$ cat config.mk
export PLATFORM = sky130hd
export DESIGN_NAME = mem_copy_engine_flat
export DESIGN_NICKNAME = d
export VERILOG_FILES = /design/src/rtl/mem_copy_engine_if.sv /design/src/rtl/mem_copy_engine.sv /design/src/flat_wrapper.sv
export SDC_FILE = /design/constraint.sdc
export NUM_CORES = 1
export LEC_CHECK = 0
export BUFFER_PORTS_ARGS = -buffer_cell sky130_fd_sc_hd__buf_2
export CORE_AREA = 2 2 73 75
export CTS_CLUSTER_SIZE = 12
export DETAILED_ROUTE_END_ITERATION = 7
export DIE_AREA = 0 0 75 77
export PLACE_DENSITY = 0.79
export SLEW_MARGIN = 0
export SYNTH_ARGS = -nofsm -noshare
export SYNTH_HDL_FRONTEND = slang
export SYNTH_SLANG_ARGS = --single-unit
export TNS_END_PERCENT = 30
$ cat constraint.sdc
create_clock -name clk -period 5.2 [get_ports clk]
set_clock_uncertainty 0.1 [all_clocks]
set_input_delay 1.3 -clock clk [delete_from_list [all_inputs] [get_ports clk]]
set_output_delay 1.3 -clock clk [all_outputs]
set_load 0.01 [all_outputs]
$ cat src/rtl/mem_copy_engine_if.sv
// Command and data-memory bundle for mem_copy_engine.
// Ports: start/src_addr/dst_addr/length in, busy/done out, plus a single-port
// memory bus (mem_addr, mem_read, mem_write, write_value, read_value).
// MEM_COPY_CHECKSUM_EN adds the checksum signal.
interface mem_copy_engine_if #(
    parameter int ADDR_W = 8,
    parameter int DATA_W = 8
);
    logic              start;
    logic [ADDR_W-1:0] src_addr;
    logic [ADDR_W-1:0] dst_addr;
    logic [ADDR_W-1:0] length;
    logic              busy;
    logic              done;
    logic [ADDR_W-1:0] mem_addr;
    logic              mem_read;
    logic              mem_write;
    logic [DATA_W-1:0] write_value;
    logic [DATA_W-1:0] read_value;
`ifdef MEM_COPY_CHECKSUM_EN
    logic [DATA_W-1:0] checksum;
`endif

    // engine side: bus master on the memory port
    modport master (
        input  start, src_addr, dst_addr, length, read_value,
`ifdef MEM_COPY_CHECKSUM_EN
        output checksum,
`endif
        output busy, done, mem_addr, mem_read, mem_write, write_value
    );

    // requester + memory side
    modport slave (
        output start, src_addr, dst_addr, length, read_value,
`ifdef MEM_COPY_CHECKSUM_EN
        input  checksum,
`endif
        input  busy, done, mem_addr, mem_read, mem_write, write_value
    );
endinterface

$ cat src/rtl/mem_copy_engine.sv
// Byte-serial block copy engine: one READ cycle then one WRITE cycle per byte.
// Ports: clk, reset (async, active-high), bus (mem_copy_engine_if.master).
// Optional MEM_COPY_CHECKSUM_EN adds bus.checksum, the mod-2^DATA_W sum of bytes written.
module mem_copy_engine #(
    parameter int ADDR_W = 8,
    parameter int DATA_W = 8
) (
    input  logic                clk,
    input  logic                reset,
    mem_copy_engine_if.master   bus
);

    typedef enum logic [1:0] {
        IDLE  = 2'd0,
        READ  = 2'd1,
        WRITE = 2'd2,
        DONE  = 2'd3
    } state_e;

    state_e            state_q, state_d;
    logic [ADDR_W-1:0] src_q, src_d;
    logic [ADDR_W-1:0] dst_q, dst_d;
    logic [ADDR_W-1:0] cnt_q, cnt_d;
    logic [DATA_W-1:0] buf_q, buf_d;

    // outputs are registered: *_d holds the value for the state being entered
    logic              busy_q, busy_d;
    logic              done_q, done_d;
    logic [ADDR_W-1:0] mem_addr_q, mem_addr_d;
    logic              mem_read_q, mem_read_d;
    logic              mem_write_q, mem_write_d;
    logic [DATA_W-1:0] write_value_q, write_value_d;
`ifdef MEM_COPY_CHECKSUM_EN
    logic [DATA_W-1:0] checksum_q, checksum_d;
`endif

    always_comb begin
        state_d       = state_q;
        src_d         = src_q;
        dst_d         = dst_q;
        cnt_d         = cnt_q;
        buf_d         = buf_q;
        busy_d        = 1'b0;
        done_d        = 1'b0;
        mem_addr_d    = '0;
        mem_read_d    = 1'b0;
        mem_write_d   = 1'b0;
        write_value_d = '0;
`ifdef MEM_COPY_CHECKSUM_EN
        checksum_d    = checksum_q;
`endif
        unique case (state_q)
            IDLE: begin
                if (bus.start) begin
`ifdef MEM_COPY_CHECKSUM_EN
                    checksum_d = '0;
`endif
                    busy_d = 1'b1;
                    if (bus.length != '0) begin
                        src_d      = bus.src_addr;
                        dst_d      = bus.dst_addr;
                        cnt_d      = bus.length;
                        state_d    = READ;
                        mem_addr_d = bus.src_addr;
                        mem_read_d = 1'b1;
                    end else begin
                        state_d = DONE;
                        done_d  = 1'b1;
                    end
                end
            end
            READ: begin
                buf_d         = bus.read_value;
                state_d       = WRITE;
                busy_d        = 1'b1;
                mem_addr_d    = dst_q;
                mem_write_d   = 1'b1;
                write_value_d = bus.read_value;
            end
            WRITE: begin
                src_d  = src_q + ADDR_W'(1);
                dst_d  = dst_q + ADDR_W'(1);
                cnt_d  = cnt_q - ADDR_W'(1);
                busy_d = 1'b1;
`ifdef MEM_COPY_CHECKSUM_EN
                checksum_d = checksum_q + buf_q;
`endif
                if (cnt_q == ADDR_W'(1)) begin
                    state_d = DONE;
                    done_d  = 1'b1;
                end else begin
                    state_d    = READ;
                    mem_addr_d = src_q + ADDR_W'(1);
                    mem_read_d = 1'b1;
                end
            end
            DONE: begin
                state_d = IDLE;
            end
            default: state_d = IDLE;
        endcase
    end

    always_ff @(posedge clk or posedge reset) begin
        if (reset) begin
            state_q       <= IDLE;
            src_q         <= '0;
            dst_q         <= '0;
            cnt_q         <= '0;
            buf_q         <= '0;
            busy_q        <= 1'b0;
            done_q        <= 1'b0;
            mem_addr_q    <= '0;
            mem_read_q    <= 1'b0;
            mem_write_q   <= 1'b0;
            write_value_q <= '0;
`ifdef MEM_COPY_CHECKSUM_EN
            checksum_q    <= '0;
`endif
        end else begin
            state_q       <= state_d;
            src_q         <= src_d;
            dst_q         <= dst_d;
            cnt_q         <= cnt_d;
            buf_q         <= buf_d;
            busy_q        <= busy_d;
            done_q        <= done_d;
            mem_addr_q    <= mem_addr_d;
            mem_read_q    <= mem_read_d;
            mem_write_q   <= mem_write_d;
            write_value_q <= write_value_d;
`ifdef MEM_COPY_CHECKSUM_EN
            checksum_q    <= checksum_d;
`endif
        end
    end

    assign bus.busy        = busy_q;
    assign bus.done        = done_q;
    assign bus.mem_addr    = mem_addr_q;
    assign bus.mem_read    = mem_read_q;
    assign bus.mem_write   = mem_write_q;
    assign bus.write_value = write_value_q;
`ifdef MEM_COPY_CHECKSUM_EN
    assign bus.checksum    = checksum_q;
`endif

endmodule

$ cat src/flat_wrapper.sv
// flat-port wrapper written by rule: the top's interface ports become plain ports
module mem_copy_engine_flat 
#(
    parameter int ADDR_W = 8,
    parameter int DATA_W = 8
)
  (clk, reset, bus_start, bus_src_addr, bus_dst_addr, bus_length, bus_read_value, bus_busy, bus_done, bus_mem_addr, bus_mem_read, bus_mem_write, bus_write_value);
  mem_copy_engine_if #(.ADDR_W(ADDR_W), .DATA_W(DATA_W)) bus_i ();
  input  logic clk;
  input  logic reset;
  input wire logic [$bits(bus_i.start)-1:0] bus_start;
  input wire logic [$bits(bus_i.src_addr)-1:0] bus_src_addr;
  input wire logic [$bits(bus_i.dst_addr)-1:0] bus_dst_addr;
  input wire logic [$bits(bus_i.length)-1:0] bus_length;
  input wire logic [$bits(bus_i.read_value)-1:0] bus_read_value;
  output wire logic [$bits(bus_i.busy)-1:0] bus_busy;
  output wire logic [$bits(bus_i.done)-1:0] bus_done;
  output wire logic [$bits(bus_i.mem_addr)-1:0] bus_mem_addr;
  output wire logic [$bits(bus_i.mem_read)-1:0] bus_mem_read;
  output wire logic [$bits(bus_i.mem_write)-1:0] bus_mem_write;
  output wire logic [$bits(bus_i.write_value)-1:0] bus_write_value;
  assign bus_i.start = bus_start;
  assign bus_i.src_addr = bus_src_addr;
  assign bus_i.dst_addr = bus_dst_addr;
  assign bus_i.length = bus_length;
  assign bus_i.read_value = bus_read_value;
  assign bus_busy = bus_i.busy;
  assign bus_done = bus_i.done;
  assign bus_mem_addr = bus_i.mem_addr;
  assign bus_mem_read = bus_i.mem_read;
  assign bus_mem_write = bus_i.mem_write;
  assign bus_write_value = bus_i.write_value;
  mem_copy_engine #(.ADDR_W(ADDR_W), .DATA_W(DATA_W)) u_core (.clk(clk), .reset(reset), .bus(bus_i));
endmodule
==> run summary, run 1 <==
Final HPWL DP = 4130 um
nets@finish = 356
Max-slew headroom = 0.541
Period minus WS final = 2710 ps
drt via density = 6.02
WP buf/inv = 3
worst hold path class = reg -> reg
# fillers = 458
main flop type after synthesis = dfrtp_1
Clock Pin Slew Worst Setup and Hold Paths = 80 ps
Post-CTS Hold Buffers = 0
sequential share of the synthesized area = 0.428
I/O Buffers = 54
Initial DRC Count = 212
Final Hold Vio Count = 0
Final Cycle Share = 0.522
H-tree depth = 2
DR DRC count = 0
TritonCTS clock tree = built
GRT Util Overall = 0.220
WL final = 6090 um
CP cell instances = inv_1 -> ha_1 -> buf_4 -> inv_1 -> a31oi_1 -> o21ai_0 -> a31oi_1
post-synthesis cell count = 269
PD cells = 202 mW/mm^2
share of cells above drive strength 1 = 0.256
Die Footprint = 0.00578 mm^2
Post-CTS Resized = 0
Slowest cell on crit path = a31oi_1
row cnt = 26
CP peak stage delay = 630 ps
Die W = 75 um
maxcap violations = 0
WL per Instance = 15.9 um
Pleak = 1.33 nW
post-CTS setup buffer count = 0
largest net degree at the start of global routing = 48
Power, Total = 603 uW
Mean Syn Cell Area = 10.0 um^2
setup violators final = 0
Synth Area in Compound Gates = 0.267
Core Area = 0.00498 mm^2
RSZ-0062 raised after global routing = false
Max clock buf depth = 2
GP Congestion = 0.828
detailed-route via count = 2300
GR Overflow Total = 0
Antenna Cells = 0
Seq. cell area = 0.00115 mm^2
FF+latch count, synth = 46
TritonRoute pass-1 iters = 5
Initial Util = 0.541
synth top area cells = dfrtp_1 (43%), a31oi_1 (4.0%), ha_1 (3.7%)
largest family of logic cells by synthesized area = compound AO/OA/AOI/OAI gates
DIE HEIGHT = 77 um
clk sinks = 46
Worst EP required = 5320 ps
status = finished, final reports clean
Crit Path Category = reg -> reg
Post-synth EDFFs = 0
CTS buffer count = 5
setup TNS = 0 ps
Synth async-reset ratio = 1.00
post-synthesis adder-cell area fraction = 0.0372
worst vdd ir = 0.173 mV
xor/xnor share of the synthesized area = 0.00976
syn_nets = 312
area of the multi-input gates = 0.00133 mm^2
Clk Latency, worst-skew pair = 290 ps
Antenna Nets Post-Route = 0
share of the synthesized area in the top cell type = 0.428
root buffer cell = clkbuf_8
Synth Area in Simple Gates = 0.172
FMAX = 368 MHz
Critical Path Sink Type = register
vias in the first global route = 2205
synth unique cells = 55
first-pass GRT wire length = 10000 um
multiplexer share of the synthesized area = 0.00744
Arr. time, crit path = 2830 ps
final hold slack = 412 ps
synthesized area = 0.00269 mm^2
element type at the critical path start = register
worst-path maximum fanout = 47
initial antenna violation count = 0
synth warn = 0
crit-path leading delay family = compound AO/OA/AOI/OAI gates
I/O pin count = 55
area delta synth->final = 10.9%
Slew Limit Fails = 0
slew of the pin with the lowest slew margin = 686 ps
cell accounting for the most synthesized area = dfrtp_1
-- sequential cells by signal, indices dropped and copies added (netlist names) --
| register | count |
|---|---|
| u_core.bus.write_value | 8 |
| u_core.bus.mem_addr | 8 |
| u_core.src_q | 8 |
| u_core.dst_q | 8 |
| u_core.cnt_q | 8 |
| u_core.bus.done | 1 |
| u_core.bus.mem_write | 1 |
| u_core.bus.mem_read | 1 |
| u_core.state_q | 2 |
| u_core.bus.busy | 1 |
-- synthesized netlist by cell type, types with 3 or more instances --
cell type and count:
nor2_1 26, clkbuf_1 6, and2_1 8, nand4_1 3
a22oi_1 4, a222oi_1 4, nand2_1 13, a31oi_1 17
buf_6 6, nand3_1 8, o22a_2 6, ha_1 8
and3_1 7, a21oi_1 14, o22a_1 11, nor3_1 7
a211oi_1 5, a2bb2oi_1 5, inv_1 13, dfrtp_1 46
o21ai_0 11
-- where the power goes --
part	internal (mW)	switching (mW)
Combinational	0.0129	0.0185
Sequential	0.360	0.000533
Clock	0.103	0.109
-- metal layers --
layer  GRT usage  part of all wire  vias to the layer above
li1            -                 -                     1087
met1       0.302              0.44                     1085
met2       0.345              0.46                      122
met3      0.0499             0.085                        6
met4      0.0643            0.0082                        0
met5           0                 0                        -
-- cell families after synthesis --
kind of cell | count (synthesis)
DFF | 46
muxes | 2
xor gates and xnor gates | 3
adders and majority gates | 8
AOI/OAI and AO/OA | 95
and+or+nand+nor | 83
buffers and inverters | 32
-- worst register-to-register path, delay by kind of cell (launching register included) --
kind	cells	cell delay, ps
buf+inv	3	940
compound gates	3	1040
fa+ha+maj	1	150
flops	1	410
-- metrics by stage --
stage          instances  area, um^2   util  worst slack, ps
2_1_floorplan        269        2690      -             2660
4_1_cts              382        2990  0.600             2510
3_5_place_dp         376        2900  0.583             2340
6_report             382        2990  0.600             2490
3_3_place_gp         376        2900  0.583             2370
5_1_grt              382        2990  0.600             2210
-- path summary, 6_finish.rpt --
| check | startpoint | to | slack [ps] | cells after the start |
|---|---|---|---|---|
| worst min-delay path | u_core.cnt_q[7]$_DFFE_PP0P_ | u_core.cnt_q[7]$_DFFE_PP0P_ | 410 | 1 |
| max in group asynchronous | reset | u_core.state_q[1]$_DFFE_PP0P_ | 3570 | 3 |
| min in group asynchronous | reset | u_core.src_q[6]$_DFFE_PP0P_ | 1040 | 3 |
| worst min register to register | u_core.cnt_q[7]$_DFFE_PP0P_ | u_core.cnt_q[7]$_DFFE_PP0P_ | 410 | 1 |
| worst max register to register | u_core.state_q[0]$_DFFE_PP0P_ | u_core.bus.mem_addr[7]$_DFF_PP0_ | 2490 | 7 |
| worst max-delay path | u_core.state_q[0]$_DFFE_PP0P_ | u_core.bus.mem_addr[7]$_DFF_PP0_ | 2490 | 7 |
-- final cells by class --
class	count	share of cell area
Clock buffer	6	0.0277
Sequential cell	46	0.386
Timing Repair Buffer	56	0.0956
Multi-Input combinational cell	191	0.446
Inverter	13	0.0163
Tap cell	70	0.0293
-- layout by cell type (no fill, tap or decap), types with 2 or more instances in the layout --
cell type | synthesis | layout
a2bb2oi_1 | 5 | 5
o211ai_1 | 2 | 2
o22a_2 | 6 | 6
nor3_1 | 7 | 7
buf_2 | 2 | 54
clkbuf_8 | 1 | 6
ha_1 | 8 | 8
dfrtp_1 | 46 | 46
xor2_1 | 2 | 2
mux2i_1 | 2 | 2
a22oi_1 | 4 | 4
a31oi_1 | 17 | 17
nand2_1 | 13 | 13
o31a_1 | 2 | 2
a21oi_1 | 14 | 14
buf_4 | 1 | 2
nor4_4 | 2 | 2
and3_1 | 7 | 7
nand3_1 | 8 | 8
a311o_1 | 2 | 2
a222oi_1 | 4 | 4
o21ai_0 | 11 | 11
o22a_1 | 11 | 11
nand4_1 | 3 | 3
nor2_1 | 26 | 26
inv_1 | 13 | 12
and2_1 | 8 | 8
a211oi_1 | 5 | 5
Power figures use the tool's default switching activity.
==> inputs of run 2 (changes only) <==
Clock period 5.2 ns to 2.8 ns, I/O delays scaled along.
==> run 2 against run 1 <==
Clock power is 100% higher. Via count up 0.65%. Global-route usage is 0.34 points higher. Non-clock buffer count up 4. Utilization increased by 1.0 points. Power increased by 91%. First-iteration DRC count decreased by 17%. Flip-flop and latch count did not move. Largest power group unchanged.
==> run summary, run 2 (same netlist as run 1, synthesis figures left out) <==
TritonCTS clock tree = built
commonest non-fill, non-tap cell in the layout = buf_2
slew of the pin with the lowest slew margin = 855 ps
Final Hold Vio Count = 0
status = finished, final reports clean
I/O Buffers = 54
r2r startpoint = u_core.state_q[1]$_DFFE_PP0P_
initial antenna violation count = 0
CTS buffer count = 5
worst reg2reg setup slack = 360 ps
internal power = 894 uW
Die W = 75 um
CP peak stage delay = 510 ps
CP endpoint = u_core.src_q[0]$_DFFE_PP0P_
setup TNS = 0 ps
first-pass GRT wire length = 10100 um
drt via density = 5.97
Pleak = 1.36 nW
final hold slack = 361 ps
share of cells above drive strength 1 = 0.267
commonest non-fill, non-tap cells in the layout = buf_2 (54), dfrtp_1 (46), nor2_1 (26), a31oi_1 (17), a21oi_1 (14)
element type at the critical path start = register
TritonRoute pass-1 iters = 7
FF-to-FF End = u_core.src_q[0]$_DFFE_PP0P_
Initial Util = 0.541
Power, Total = 1.15 mW
Period minus WS final = 2440 ps
Sequential Power Share = 0.581
Die Footprint = 0.00578 mm^2
Max-slew headroom = 0.426
placed cell areas = 0.00295 mm^2
Cell Count, Final, Fillers Out = 388
maxcap violations = 0
Critical Path Sink Type = register
largest net degree at the start of global routing = 26
switch share = 0.224
FMAX = 410 MHz
Arr. time, crit path = 2530 ps
Clock Pin Slew Worst Setup and Hold Paths = 90 ps
Worst EP required = 2890 ps
I/O pin count = 55
combinational power share = 0.053
vias in the first global route = 2103
worst hold path class = in -> async
post-CTS setup buffer count = 0
Final Cycle Share = 0.871
Slew Limit Fails = 0
root buffer cell = clkbuf_8
GP Congestion = 0.845
DR DRC count = 0
Core Area = 0.00498 mm^2
Reg2Reg Depth = 6
clk sinks = 46
Crit Path Category = reg -> reg
worst-path maximum fanout = 18
placed cell count = 380
Max clock buf depth = 2
switching pwr = 258 uW
WL per Instance = 16.1 um
Antenna Nets Post-Route = 0
Antenna Cells = 0
dpl ws = 419 ps
GR Overflow Total = 0
Post-CTS Resized = 0
DIE HEIGHT = 77 um
WL final = 6260 um
Slowest cell on crit path = a21oi_4
worst vdd ir = 0.179 mV
PD cells = 379 mW/mm^2
RSZ-0062 raised after global routing = false
H-tree depth = 2
detailed-route via count = 2315
post-layout instance area = 0.00304 mm^2
row cnt = 26
worst setup path start = u_core.state_q[1]$_DFFE_PP0P_
CP cell instances = inv_1 -> ha_1 -> nand2_1 -> a21oi_4 -> nor3_1 -> a311o_1
nets@finish = 360
setup violators final = 0
Post-CTS Hold Buffers = 0
Initial DRC Count = 177
area delta synth->final = 12.8%
clock power share = 0.366
Final HPWL DP = 4400 um
final design utilization = 0.610
Final WS setup = 360 ps
Clk Latency, worst-skew pair = 300 ps
GRT Util Overall = 0.224
## run 2: area by class of cell
class	instances	area [um^2]
clock buffers	7	86.3
clock inverters	1	5.00
fillers	459	1940
inverters	13	48.8
multi-input cells	191	1330
flip-flops and latches	46	1150
well taps	70	87.6
repair buffers	60	328
## run 2: how the worst min path moves through the flow
stage                                     start  slack [ps]  cells after the start                          end
floorplan           u_core.cnt_q[7]$_DFFE_PP0P_         370                      1  u_core.cnt_q[7]$_DFFE_PP0P_
global placement    u_core.cnt_q[7]$_DFFE_PP0P_         390                      1  u_core.cnt_q[7]$_DFFE_PP0P_
detailed placement  u_core.cnt_q[6]$_DFFE_PP0P_         400                      1  u_core.cnt_q[6]$_DFFE_PP0P_
CTS                                       reset         390                      2  u_core.src_q[6]$_DFFE_PP0P_
global route                              reset         410                      2  u_core.src_q[6]$_DFFE_PP0P_
finish                                    reset         360                      2  u_core.src_q[6]$_DFFE_PP0P_
## run 2: worst max-delay path: cells and delay by family, from the launching register on
kind,cells,cell delay [ps]
buffers and inverters,1,110
DFF,1,410
and+or+nand+nor,2,370
adders and majority gates,1,470
AOI/OAI and AO/OA,2,850
## run 2: layer usage
| metal | up-vias | routed length [um] | GRT usage |
|---|---|---|---|
| met5 | - | 0 | 0 |
| met4 | 0 | 25 | 0.0500 |
| met3 | 2 | 470 | 0.0552 |
| met2 | 102 | 2970 | 0.361 |
| met1 | 1109 | 2790 | 0.300 |
| li1 | 1102 | - | - |
## run 2: power by group through the flow
stage / registers (mW) / clock network (mW) / logic [mW]
2_1_floorplan: 0.687 / 0 / 0.0138
3_3_place_gp: 0.683 / 0 / 0.0617
3_5_place_dp: 0.683 / 0 / 0.0619
4_1_cts: 0.670 / 0.424 / 0.0621
5_1_grt: 0.671 / 0.453 / 0.0683
6_report: 0.670 / 0.422 / 0.0606
